==> src/rtl/i2c_master_arbiter.sv <==
// Two-requester round-robin arbiter in front of a single I2C master, with a
// post-release holdoff, a per-grant inactivity watchdog and timeout lockout.
module i2c_master_arbiter #(
    parameter int WD_WIDTH = 20,
    parameter int HOLDOFF  = 4
) (
    input  logic       clk,
    input  logic       reset,
    input  logic       r0_req,
    input  logic       r0_go,
    input  logic       r0_rw,
    input  logic [5:0] r0_n_byte,
    input  logic [6:0] r0_slave_addr,
    input  logic [7:0] r0_data_write,
    input  logic [7:0] r0_reg_addr,
    input  logic       r0_stop,
    output logic       r0_gnt,
    output logic       r0_done,
    output logic       r0_ready,
    output logic       r0_timeout,
    output logic       r0_ack,
    output logic [7:0] r0_read_data,
    input  logic       r1_req,
    input  logic       r1_go,
    input  logic       r1_rw,
    input  logic [5:0] r1_n_byte,
    input  logic [6:0] r1_slave_addr,
    input  logic [7:0] r1_data_write,
    input  logic [7:0] r1_reg_addr,
    input  logic       r1_stop,
    output logic       r1_gnt,
    output logic       r1_done,
    output logic       r1_ready,
    output logic       r1_timeout,
    output logic       r1_ack,
    output logic [7:0] r1_read_data,
    output logic       m_go,
    output logic       m_rw,
    output logic       m_stop,
    output logic [5:0] m_n_byte,
    output logic [6:0] m_slave_addr,
    output logic [7:0] m_data_write,
    output logic [7:0] m_reg_addr,
    input  logic       m_done,
    input  logic       m_ready,
    input  logic       m_ack,
    input  logic [7:0] m_read_data
);

    typedef enum logic [1:0] {
        ST_IDLE = 2'd0,
        ST_GNT0 = 2'd1,
        ST_GNT1 = 2'd2,
        ST_HOLD = 2'd3
    } state_t;

    localparam logic [WD_WIDTH-1:0] WD_MAX  = {WD_WIDTH{1'b1}};
    localparam logic [WD_WIDTH-1:0] WD_LAST = {{(WD_WIDTH-1){1'b1}}, 1'b0};
    localparam logic [WD_WIDTH-1:0] WD_ONE  = {{(WD_WIDTH-1){1'b0}}, 1'b1};
    localparam logic [3:0]          HOLD_LAST = 4'(HOLDOFF - 1);

    state_t              state_r;
    logic                last_owner_r;
    logic                lock0_r;
    logic                lock1_r;
    logic [3:0]          hold_r;
    logic [WD_WIDTH-1:0] wd_r;

    logic elig0_s;
    logic elig1_s;
    logic wd_clear_s;
    logic wd_expire_s;

    assign elig0_s     = r0_req & ~lock0_r;
    assign elig1_s     = r1_req & ~lock1_r;
    assign wd_clear_s  = m_done | m_go;
    // Expire on the cycle the count would reach its maximum.
    assign wd_expire_s = ~wd_clear_s & (wd_r >= WD_LAST);

    assign r0_done      = m_done & r0_gnt;
    assign r1_done      = m_done & r1_gnt;
    assign r0_ready     = m_ready & r0_gnt;
    assign r1_ready     = m_ready & r1_gnt;
    assign r0_ack       = m_ack;
    assign r1_ack       = m_ack;
    assign r0_read_data = m_read_data;
    assign r1_read_data = m_read_data;

    // Route the granted requester's command fields to the master.
    always_comb begin
        m_go         = 1'b0;
        m_rw         = 1'b0;
        m_stop       = 1'b0;
        m_n_byte     = 6'd0;
        m_slave_addr = 7'd0;
        m_data_write = 8'd0;
        m_reg_addr   = 8'd0;
        if (r0_gnt) begin
            m_go         = r0_go;
            m_rw         = r0_rw;
            m_stop       = r0_stop;
            m_n_byte     = r0_n_byte;
            m_slave_addr = r0_slave_addr;
            m_data_write = r0_data_write;
            m_reg_addr   = r0_reg_addr;
        end else if (r1_gnt) begin
            m_go         = r1_go;
            m_rw         = r1_rw;
            m_stop       = r1_stop;
            m_n_byte     = r1_n_byte;
            m_slave_addr = r1_slave_addr;
            m_data_write = r1_data_write;
            m_reg_addr   = r1_reg_addr;
        end else begin
            m_go = 1'b0;
        end
    end

    // Arbitration FSM with registered grants, holdoff, watchdog and lockouts.
    always_ff @(posedge clk or posedge reset) begin
        if (reset) begin
            state_r      <= ST_IDLE;
            last_owner_r <= 1'b1;
            lock0_r      <= 1'b0;
            lock1_r      <= 1'b0;
            hold_r       <= 4'd0;
            wd_r         <= '0;
            r0_gnt       <= 1'b0;
            r1_gnt       <= 1'b0;
            r0_timeout   <= 1'b0;
            r1_timeout   <= 1'b0;
        end else begin
            r0_timeout <= 1'b0;
            r1_timeout <= 1'b0;
            // A lockout ends once the requester has been seen idle.
            if (!r0_req) lock0_r <= 1'b0;
            if (!r1_req) lock1_r <= 1'b0;
            case (state_r)
                ST_IDLE: begin
                    wd_r   <= '0;
                    hold_r <= 4'd0;
                    if (elig0_s && (!elig1_s || last_owner_r)) begin
                        state_r <= ST_GNT0;
                        r0_gnt  <= 1'b1;
                    end else if (elig1_s) begin
                        state_r <= ST_GNT1;
                        r1_gnt  <= 1'b1;
                    end else begin
                        state_r <= ST_IDLE;
                    end
                end
                ST_GNT0: begin
                    if (wd_expire_s) begin
                        state_r      <= ST_HOLD;
                        r0_gnt       <= 1'b0;
                        r0_timeout   <= 1'b1;
                        lock0_r      <= 1'b1;
                        last_owner_r <= 1'b0;
                        wd_r         <= '0;
                    end else if (!r0_req && m_ready) begin
                        state_r      <= ST_HOLD;
                        r0_gnt       <= 1'b0;
                        last_owner_r <= 1'b0;
                        wd_r         <= '0;
                    end else if (wd_clear_s) begin
                        wd_r <= '0;
                    end else if (wd_r != WD_MAX) begin
                        wd_r <= wd_r + WD_ONE;
                    end else begin
                        wd_r <= wd_r;
                    end
                end
                ST_GNT1: begin
                    if (wd_expire_s) begin
                        state_r      <= ST_HOLD;
                        r1_gnt       <= 1'b0;
                        r1_timeout   <= 1'b1;
                        lock1_r      <= 1'b1;
                        last_owner_r <= 1'b1;
                        wd_r         <= '0;
                    end else if (!r1_req && m_ready) begin
                        state_r      <= ST_HOLD;
                        r1_gnt       <= 1'b0;
                        last_owner_r <= 1'b1;
                        wd_r         <= '0;
                    end else if (wd_clear_s) begin
                        wd_r <= '0;
                    end else if (wd_r != WD_MAX) begin
                        wd_r <= wd_r + WD_ONE;
                    end else begin
                        wd_r <= wd_r;
                    end
                end
                ST_HOLD: begin
                    wd_r <= '0;
                    if (hold_r == HOLD_LAST) begin
                        state_r <= ST_IDLE;
                        hold_r  <= 4'd0;
                    end else begin
                        hold_r <= hold_r + 4'd1;
                    end
                end
                default: begin
                    state_r <= ST_IDLE;
                    r0_gnt  <= 1'b0;
                    r1_gnt  <= 1'b0;
                    hold_r  <= 4'd0;
                    wd_r    <= '0;
                end
            endcase
        end
    end

endmodule

==> config.mk <==
export PLATFORM = sky130hd
export DESIGN_NAME = i2c_master_arbiter
export DESIGN_NICKNAME = d
export VERILOG_FILES = /design/src/rtl/i2c_master_arbiter.sv
export SDC_FILE = /design/constraint.sdc
export NUM_CORES = 1
export LEC_CHECK = 0
export ABC_AREA = 1
export CORE_MARGIN = 1
export CORE_UTILIZATION = 30
export DETAILED_ROUTE_END_ITERATION = 16
export PLACE_DENSITY = 0.74
export SYNTH_ARGS = -nofsm -noshare
export SYNTH_HDL_FRONTEND = slang
export SYNTH_SLANG_ARGS = --single-unit
==> constraint.sdc <==
create_clock -name clk -period 1.6 [get_ports clk]
set_clock_uncertainty 0.1 [all_clocks]
set_input_delay 0.32 -clock clk [delete_from_list [all_inputs] [get_ports clk]]
set_output_delay 0.32 -clock clk [all_outputs]
set_load 0.05 [all_outputs]
### Word-level counts from Yosys, hierarchy flattened

Cells that the tools add are included.

| word-level totals | value |
|---|---|
| flip-flop bits (word level) | 33 |
| bits of input ports | 79 |
| output and inout port bits | 58 |
| word-level logic and storage cells | 104 |

| operators by class | value |
|---|---|
| reductions and logical operators | 17 |
| bitwise operators | 11 |
| eq/ne operators | 11 |
| mux-type cells | 52 |
| magnitude comparators | 1 |
| add/subtract/negate cells | 2 |

Operators by type and width:

| operator | number |
|---|---|
| 2-to-1 mux 20 bit | 6 |
| one-hot mux 20 bit (3 select lines) | 1 |
| 2-to-1 mux 8 bit | 4 |
| 2-to-1 mux 1 bit | 24 |
| adder 20 x 1 -> 20 bit (second input constant) | 1 |
| >= comparator 20 bit (second input constant) | 1 |
| != test 20 bit (second input constant) | 1 |
| 2-to-1 mux 2 bit | 7 |
| 2-to-1 mux 7 bit | 2 |
| 2-to-1 mux 6 bit | 2 |
| AND reduction 3 bit | 3 |
| != test 2 bit (second input constant) | 4 |
| one-hot mux 2 bit (4 select lines) | 1 |
| one-hot mux 4 bit (2 select lines) | 1 |
| nonzero test 2 bit | 4 |
| bitwise AND 1 bit | 7 |
| != test 3 bit (second input constant) | 2 |
| one-hot mux 1 bit (2 select lines) | 3 |
| adder 4 x 1 -> 4 bit (second input constant) | 1 |
| == test 2 bit (second input constant) | 2 |
| == test 4 x 2 -> 1 bit (second input constant) | 1 |
| 2-to-1 mux 4 bit | 1 |
| AND reduction 4 bit | 1 |
| logical AND 1 bit | 3 |
| other kinds (7) | 11 |

### Logic depth before layout (Yosys ltp)

| depth | value |
|---|---|
| depth in word-level cells | 7 |
| mapped depth | 12 |
| gate-level depth less buffers | 11 |

### Least setup slack after synthesis

Ideal clock, no wire load.

| path | value |
|---|---|
| path type | register to register |
| from | register r0_gnt |
| to | register wd_r[10] |
| data required time | 1.376 ns |
| period minus slack after synthesis | 2.113 ns |
| data arrival time | 1.889 ns |
| slack | -0.513 ns |
| cell stages (with the launch flop) | 12 |
| path buffers | 2 |
| library setup time | 0.124 ns |
| cells stage by stage | dfrtp_1 buf_4 inv_2 nand3_2 nand2_2 nor2_2 nand3_2 nand2_1 nand2_1 nand2_2 buf_6 nor2_2 |

| on the way | value |
|---|---|
| cells in the longest elaborated chain, start to end | 6 |
| elaborated cells on any way between the ends | 10 |
| those cells by class | mux (7); bitwise (3) |

RTL lines:

| what | line | RTL |
|---|---|---|
| start, declared | 17 | `output logic r0_gnt,` |
| start signal, assigned | 128 | `r0_gnt <= 1'b0;` |
| start signal, assigned | 144 | `r0_gnt <= 1'b1;` |
| start signal, assigned | 155 | `r0_gnt <= 1'b0;` |
| 2-to-1 mux 1 bit (*) | 98 | `if (r0_gnt) begin` |
| named net m_go | 37 | `output logic m_go,` |
| OR 1 bit (*) | 76 | `assign wd_clear_s = m_done \| m_go;` |
| 2-to-1 mux 20 bit / NOT 1 bit (equally long branches) | 186, 78 |  |
| 2-to-1 mux 20 bit (tied with other cells) | 181 | `end else if (!r1_req && m_ready) begin` |
| 2-to-1 mux 20 bit (on tied branches) | 174, 153 |  |
| one-hot mux 20 bit (3 select lines) (*) | 138 | `case (state_r)` |
| end signal, assigned | 170 | `wd_r <= wd_r;` |
| end signal, assigned | 189 | `wd_r <= wd_r + WD_ONE;` |
| end signal, assigned | 191 | `wd_r <= wd_r;` |
| end, declared | 67 | `logic [WD_WIDTH-1:0] wd_r;` |

The timed path passes the listed nets; every way through them passes the cells marked *.
A chain may end at the register's enable or synchronous reset.

### Final worst setup path

| path | value |
|---|---|
| from | register r0_gnt |
| to | output port m_stop |

| on the way | value |
|---|---|
| cells in the longest elaborated chain, start to end | 1 |

RTL lines:

| what | line | RTL |
|---|---|---|
| 2-to-1 mux 1 bit | 98 |  |
| end, declared | 39 | `output logic m_stop,` |

No other way between the ends.

==> flow_summary.json <==
{
  "status": "finished, violations left",
  "violations": "negative setup slack",
  "avgSynthCellArea_um2": 6.674,
  "synth_most_common_cell": "nand2_1",
  "synth-xor-area-share": 0.05060,
  "cts_hold_buf": 0,
  "rr_worst_depth": 12,
  "cts_buffers": 5,
  "place_area_um2": 4642,
  "start_util": 0.3128,
  "dp_hpwl_mm": 6.559,
  "fin_area_um2": 5552,
  "overflow": 0,
  "yosysSeqAreaShare": 0.3186,
  "ios": 137,
  "die_area_um2": 9030,
  "ys_warn_count": 0,
  "async_flop_share": 1.000,
  "synth-adder-area-share": 0.03373,
  "drive_gt1_frac": 0.4278,
  "grt_pass1_vias": 2765,
  "die_w_um": 95.03,
  "cts_tree": "done",
  "maxCapViolations": 0,
  "post-route-min-period_ps": 1821,
  "crit_buf_inv": 3,
  "antenna_cells": 0,
  "grt_pass1_wl_mm": 12.73,
  "yosys-top-cells-count": "125 x nand2_1, 54 x nor2_1, 45 x nand3_1",
  "cp_top_family": "flip-flops",
  "port_buffers": 109,
  "synth_compound_area_frac": 0.02988,
  "yosys.area.top_type": "dfrtp_1",
  "rsz0062_at_grt": "true",
  "yosys.area.top_type_share": 0.3084,
  "fin_ws_ps": -221.4,
  "crit_fanout": 7,
  "cts_max_level": 2,
  "vias": 3150,
  "rows": 33,
  "clock_latency_ps": 300,
  "synth-edff-count": 0,
  "setup_tns_ps": -10580,
  "cpPeakStageDelay_ps": 480,
  "maxSlewViolCount": 0,
  "syn_inst": 389,
  "place.gp.congestion": 0.8723,
  "synth_top_family_by_area": "simple AND/OR/NAND/NOR gates",
  "slew_headroom": 0.7329,
  "path_class": "register to output pin",
  "fin_crit_sh": 1.138,
  "worstPathArrival_ps": 1400,
  "clk_pin_slew_ps": 70,
  "post_drt_wl_per_cell_um": 16.42,
  "clock_sinks": 33,
  "antenna_found_initial": 0,
  "final_hold_viol_count": 0,
  "fp.dieH_um": 95.03,
  "cts_root_buf": "clkbuf_8",
  "endpoint_kind": "output pin",
  "fmax_mhz": 549.0,
  "crit_chain": "inv_8, clkbuf_16, nand3_2, nand2_4, buf_12",
  "grt_max_degree": 21,
  "nets": 632,
  "remaining_drc_errors": 0,
  "hp-class": "input pin to asynchronous set/reset pin",
  "grtUsageTotal": 0.1818,
  "start_kind": "register",
  "avgViaCountPerCell": 4.831,
  "power_density_nw_per_um2": 1700,
  "ant_nets": 0,
  "critPathRequiredTime_ps": 1180,
  "setup_viol": 65,
  "ys_ff_latch": 33,
  "synthMuxAreaShare": 0,
  "synth-main-ff-cell": "dfrtp_1",
  "synth.cell_area_um2": 2596,
  "coreArea_um2": 8299,
  "final_util": 0.6689,
  "cts_buffer_depth": 2,
  "area_growth_pct": 113.8,
  "ys_types": 30,
  "tightest_slew_ps": 396.4,
  "vdd_ir_drop_max_mv": 0.7426,
  "yosys.area_share.simple": 0.4410,
  "synth.area.top_cells": "dfrtp_1 31%, nand2_1 18%, nand3_1 8.7%, nor2_1 7.8%, buf_4 5.5%",
  "wl_mm": 10.71,
  "leakage_uw": 0.002508,
  "worstSetupPathDepth": 5,
  "cp_slowest_cell": "dfrtp_2",
  "drt_iter0_markers": 139,
  "syn_nets": 475,
  "drtPass1Iterations": 4
}
area by class of cell:
type                            count  area (um^2)
Timing Repair Buffer              182         2286
Clock buffer                        7        86.33
Clock inverter                      1        30.03
Multi-Input combinational cell    294         2049
Sequential cell                    33        830.8
Fill cell                         566         2748
Tap cell                          105        131.4
Inverter                           30        137.6
report_power, final:
group          internal [uW]  leakage, uW  switching (uW)
logic                   3520      0.00200            4060
clock network            507    0.0000585             311
registers                943     0.000445            99.3
total                   4970      0.00251            4470
path summary, 6_finish.rpt:
check | startpoint | end | slack, ps
worst min-delay path | reset | hold_r[3] | 180
worst max-delay path | r0_gnt | m_stop | -220
worst max register to register | wd_r[0] | wd_r[10] | -200
min in group clk | last_owner_r | last_owner_r | 360
worst min register to register | last_owner_r | last_owner_r | 360
max in group asynchronous | reset | wd_r[1] | 740
kinds of logic (layout without fill, tap and decap cells):
| logic type | Yosys count | in the layout |
|---|---|---|
| xor+xnor | 15 | 15 |
| compound gates | 14 | 14 |
| flops | 33 | 33 |
| simple gates | 258 | 258 |
| fa+ha+maj | 7 | 7 |
| buf+inv | 62 | 220 |
per-stage QoR:
| step | power, uW | instances | hold slack [ps] | worst slack, ps |
|---|---|---|---|---|
| floorplan | 4408 | 389 | 336.8 | -199.2 |
| detailed placement | 6988 | 620 | 353.4 | -249.2 |
| global placement | 6910 | 620 | 352.0 | -189.8 |
| global route | 9811 | 652 | 223.0 | -301.6 |
| CTS | 8249 | 639 | 193.2 | -163.6 |
| finish | 9435 | 652 | 177.2 | -221.4 |
layer usage:
layer  track usage  share of wire
met1        0.2001           0.36
met2        0.3417           0.54
met3       0.04705          0.068
met4       0.05051          0.030
met5             0              0
state kept, by name (all words and copies together), names as in the netlist:
signal and cells:
state_r 2, wd_r 20, r0_timeout 1, lock1_r 1, r1_timeout 1, lock0_r 1, last_owner_r 1, r1_gnt 1
r0_gnt 1, hold_r 4
cells in the final DEF (no fill, tap or decap), types with 2 or more instances in the layout:
cell,instances
clkbuf_8,6
a21oi_1,5
nand4_1,5
nand3_1,13
clkdlybuf4s50_1,67
ha_1,4
nor3b_1,2
nand2_1,87
buf_6,6
buf_4,52
nor3_1,3
nand2_2,12
xor2_1,8
inv_2,2
o21ai_1,4
buf_12,44
clkinvlp_4,4
nand3_4,18
nand3_2,16
xnor2_1,7
nand2_4,30
ha_4,3
clkbuf_16,6
dfrtp_1,29
nor2_2,16
nor2_4,4
buf_8,3
inv_1,22
nor2_1,49
dfrtp_2,3
o21ai_0,3
worst reg2reg max path, stage by stage (launching register included):
cell and delay, ps:
dfrtp_1 410, inv_2 90, ha_4 120, nor2_1 30, nor2_1 90, nand2_1 90, nor2_2 160, nand3_4 110
nand3_2 90, nand2_2 60, nand2_4 120, clkbuf_16 170, nor2_2 30
timing repair:
action	4_1_cts	5_1_grt
pin swaps	2	17
buffers inserted	9	6
endpoints found under the setup margin	62	67
cloned	2	8
gates resized for setup	23	76
No activity file was read; power rests on OpenSTA's default activity.
==> patch: new RTL, config.mk and constraints unchanged <==
Make the reset (`reset`) synchronous in one clocked block.
--- a/src/rtl/i2c_master_arbiter.sv
+++ b/src/rtl/i2c_master_arbiter.sv
@@ -118,5 +118,5 @@
 
     // Arbitration FSM with registered grants, holdoff, watchdog and lockouts.
-    always_ff @(posedge clk or posedge reset) begin
+    always_ff @(posedge clk) begin
         if (reset) begin
             state_r      <= ST_IDLE;
Formal check against the unedited RTL: differs if reset is asserted again (counterexample within 4 cycles, from zero or initial values and one cycle with reset high); with reset held inactive, the same outputs for 10 cycles.
==> patch against the unedited design <==
  * Sequential cell count is the same
  * The run still ends with negative setup slack left
  * Largest power group unchanged
  * Cell area is 2.4% lower
  * Global-route usage is 3.2 points higher
  * Hold slack better by 0.18 ns
  * Die area decreased by 6.3%
  * Routed wire length grew 17%
  * Synthesized area fell by 6.5%
  * Setup slack worse by 0.015 ns
  * Power is 22% lower
==> patch: results (changes against the unedited design) <==
GRT
  – Overall Global Routing Usage: 0.214 (+0.0321)
  – Pin count of the biggest net entering global routing: 18 (-14%)
  – Via count of the first global-routing pass: 3119 (+13%)
  – Global-route wire length before repair: 14.4 mm (+13%)

Synth
  – Sequential-to-total area share from yosys stat: 0.272 (-0.0465)
  – Most frequent cells after synthesis: 109 x nand2_1, 66 x nor2_1, 47 x nand3_1
  – FFs w/ async S/R, synth: 0 (-1.00)
  – Xor and xnor area share after synthesis: 0.0541 (+0.00349)
  – Yosys cell types: 31 (+3.3%)
  – Top cells by area in the synthesized netlist: dfxtp_1 27%, nand2_1 17%, nor2_1 10%, nand3_1 9.7%, buf_4 5.6%
  – Top flip-flop cell by instance count after synthesis: dfxtp_1

Min path
  – Hold WC Path Type: flop to flop

Outcome
  – Violations in the final reports: negative setup slack
  – Outcome: finished, violations left

Placement
  – HPWL reported at the end of detailed placement: 6.57 mm (about the same)
  – Gp weighted congestion: 0.898 (+3.0%)
  – Post-placement cell area: 4470 um2 (-3.7%)

Layout
  – Number of cells in the finished layout apart from fillers: 643 (-1.4%)
  – Post-layout instance area: 5420 um2 (-2.4%)
  – Share of layout cells above drive strength 1: 0.466 (+0.0380)

Timing
  – Slew HR: 0.752 (+0.0187)
  – Summed negative setup slack over all endpoints: -10.48 ns (+0.0942 ns)
  – Minimum hold slack: 0.358 ns (+0.181 ns)
  – Number of endpoints failing setup at the final stage: 65 (unchanged)
  – Setup slack of the critical path after layout: -0.236 ns (-0.0150 ns)

Setup path
  – Required time at the worst-slack endpoint: 1.68 ns (+0.50 ns)
  – Delay contributed by the slowest stage of the critical path: 0.36 ns (-0.12 ns)
  – Maximum net fanout on the critical path: 10 (+3)
  – Reg-to-reg startpoint: wd_r[0]$_SDFF_PP0_
  – Critical Path Slowest Stage Cell: dfxtp_4

Pwr
  – Leakage: 2.31 nW (-8.0%)

Routing
  – Total via count in the routed design: 3437 (+9.1%)
  – Sum of routed wire length over all layers: 12.5 mm (+17%)
  – Number of design-rule violations left by the first detailed-router iteration: 254 (+83%)
## patch: routing by layer
| layer | global-route usage | up-vias | part of all wire |
|---|---|---|---|
| li1 | - | 1519 | - |
| met1 | 0.225 | 1626 | 0.35 |
| met2 | 0.415 | 220 | 0.53 |
| met3 | 0.0323 | 72 | 0.061 |
| met4 | 0.0924 | 0 | 0.066 |
| met5 | 0 | - | 0 |
## patch: logic make-up after synthesis
kind of cell               count (synthesis)
DFF                                       33
buffers and inverters                     62
xor gates and xnor gates                  15
adders and majority gates                  7
AOI/OAI and AO/OA                         23
and+or+nand+nor                          247
## patch: what timing repair did
item	CTS	global route
hold endpoints to repair	0	0
endpoints found under the setup margin	58	65
gates resized for setup	43	96
pin swaps	3	7
setup buffers	6	11
gates cloned	1	6
## patch: cell type report
type	count	share of cell area
clock inverters	2	0.00646
inverters	30	0.0249
well taps	102	0.0235
multi-input cells	292	0.386
flip-flops and latches	33	0.125
repair buffers	178	0.420
clock buffers	6	0.0134
## patch: power by group
part	switching, mW	leakage, nW	internal (mW)
registers	0.103	0.271	0.903
clock network	0.333	0.0552	0.462
logic	2.96	1.98	2.61
total	3.40	2.31	3.97
## patch: worst max path at each step
stage	from	end	slack [ns]
global route	wd_r[0]$_SDFF_PP0_	last_owner_r$_SDFFE_PP1P_	-0.31
finish	wd_r[0]$_SDFF_PP0_	wd_r[18]$_SDFF_PP0_	-0.24
CTS	r0_gnt$_SDFFE_PP0P_	m_reg_addr[1]	-0.08
detailed placement	r1_req	wd_r[17]$_SDFF_PP0_	-0.24
global placement	r0_go	wd_r[7]$_SDFF_PP0_	-0.17
floorplan	r0_gnt$_SDFFE_PP0P_	wd_r[2]$_SDFF_PP0_	-0.07
## patch: critical path, delay by kind of cell, from the launching register on
family	cells	cell delay, ns
adder cells (fa/ha/maj)	1	0.12
buffers and inverters	2	0.21
flip-flops	1	0.36
AND/OR/NAND/NOR	9	0.94
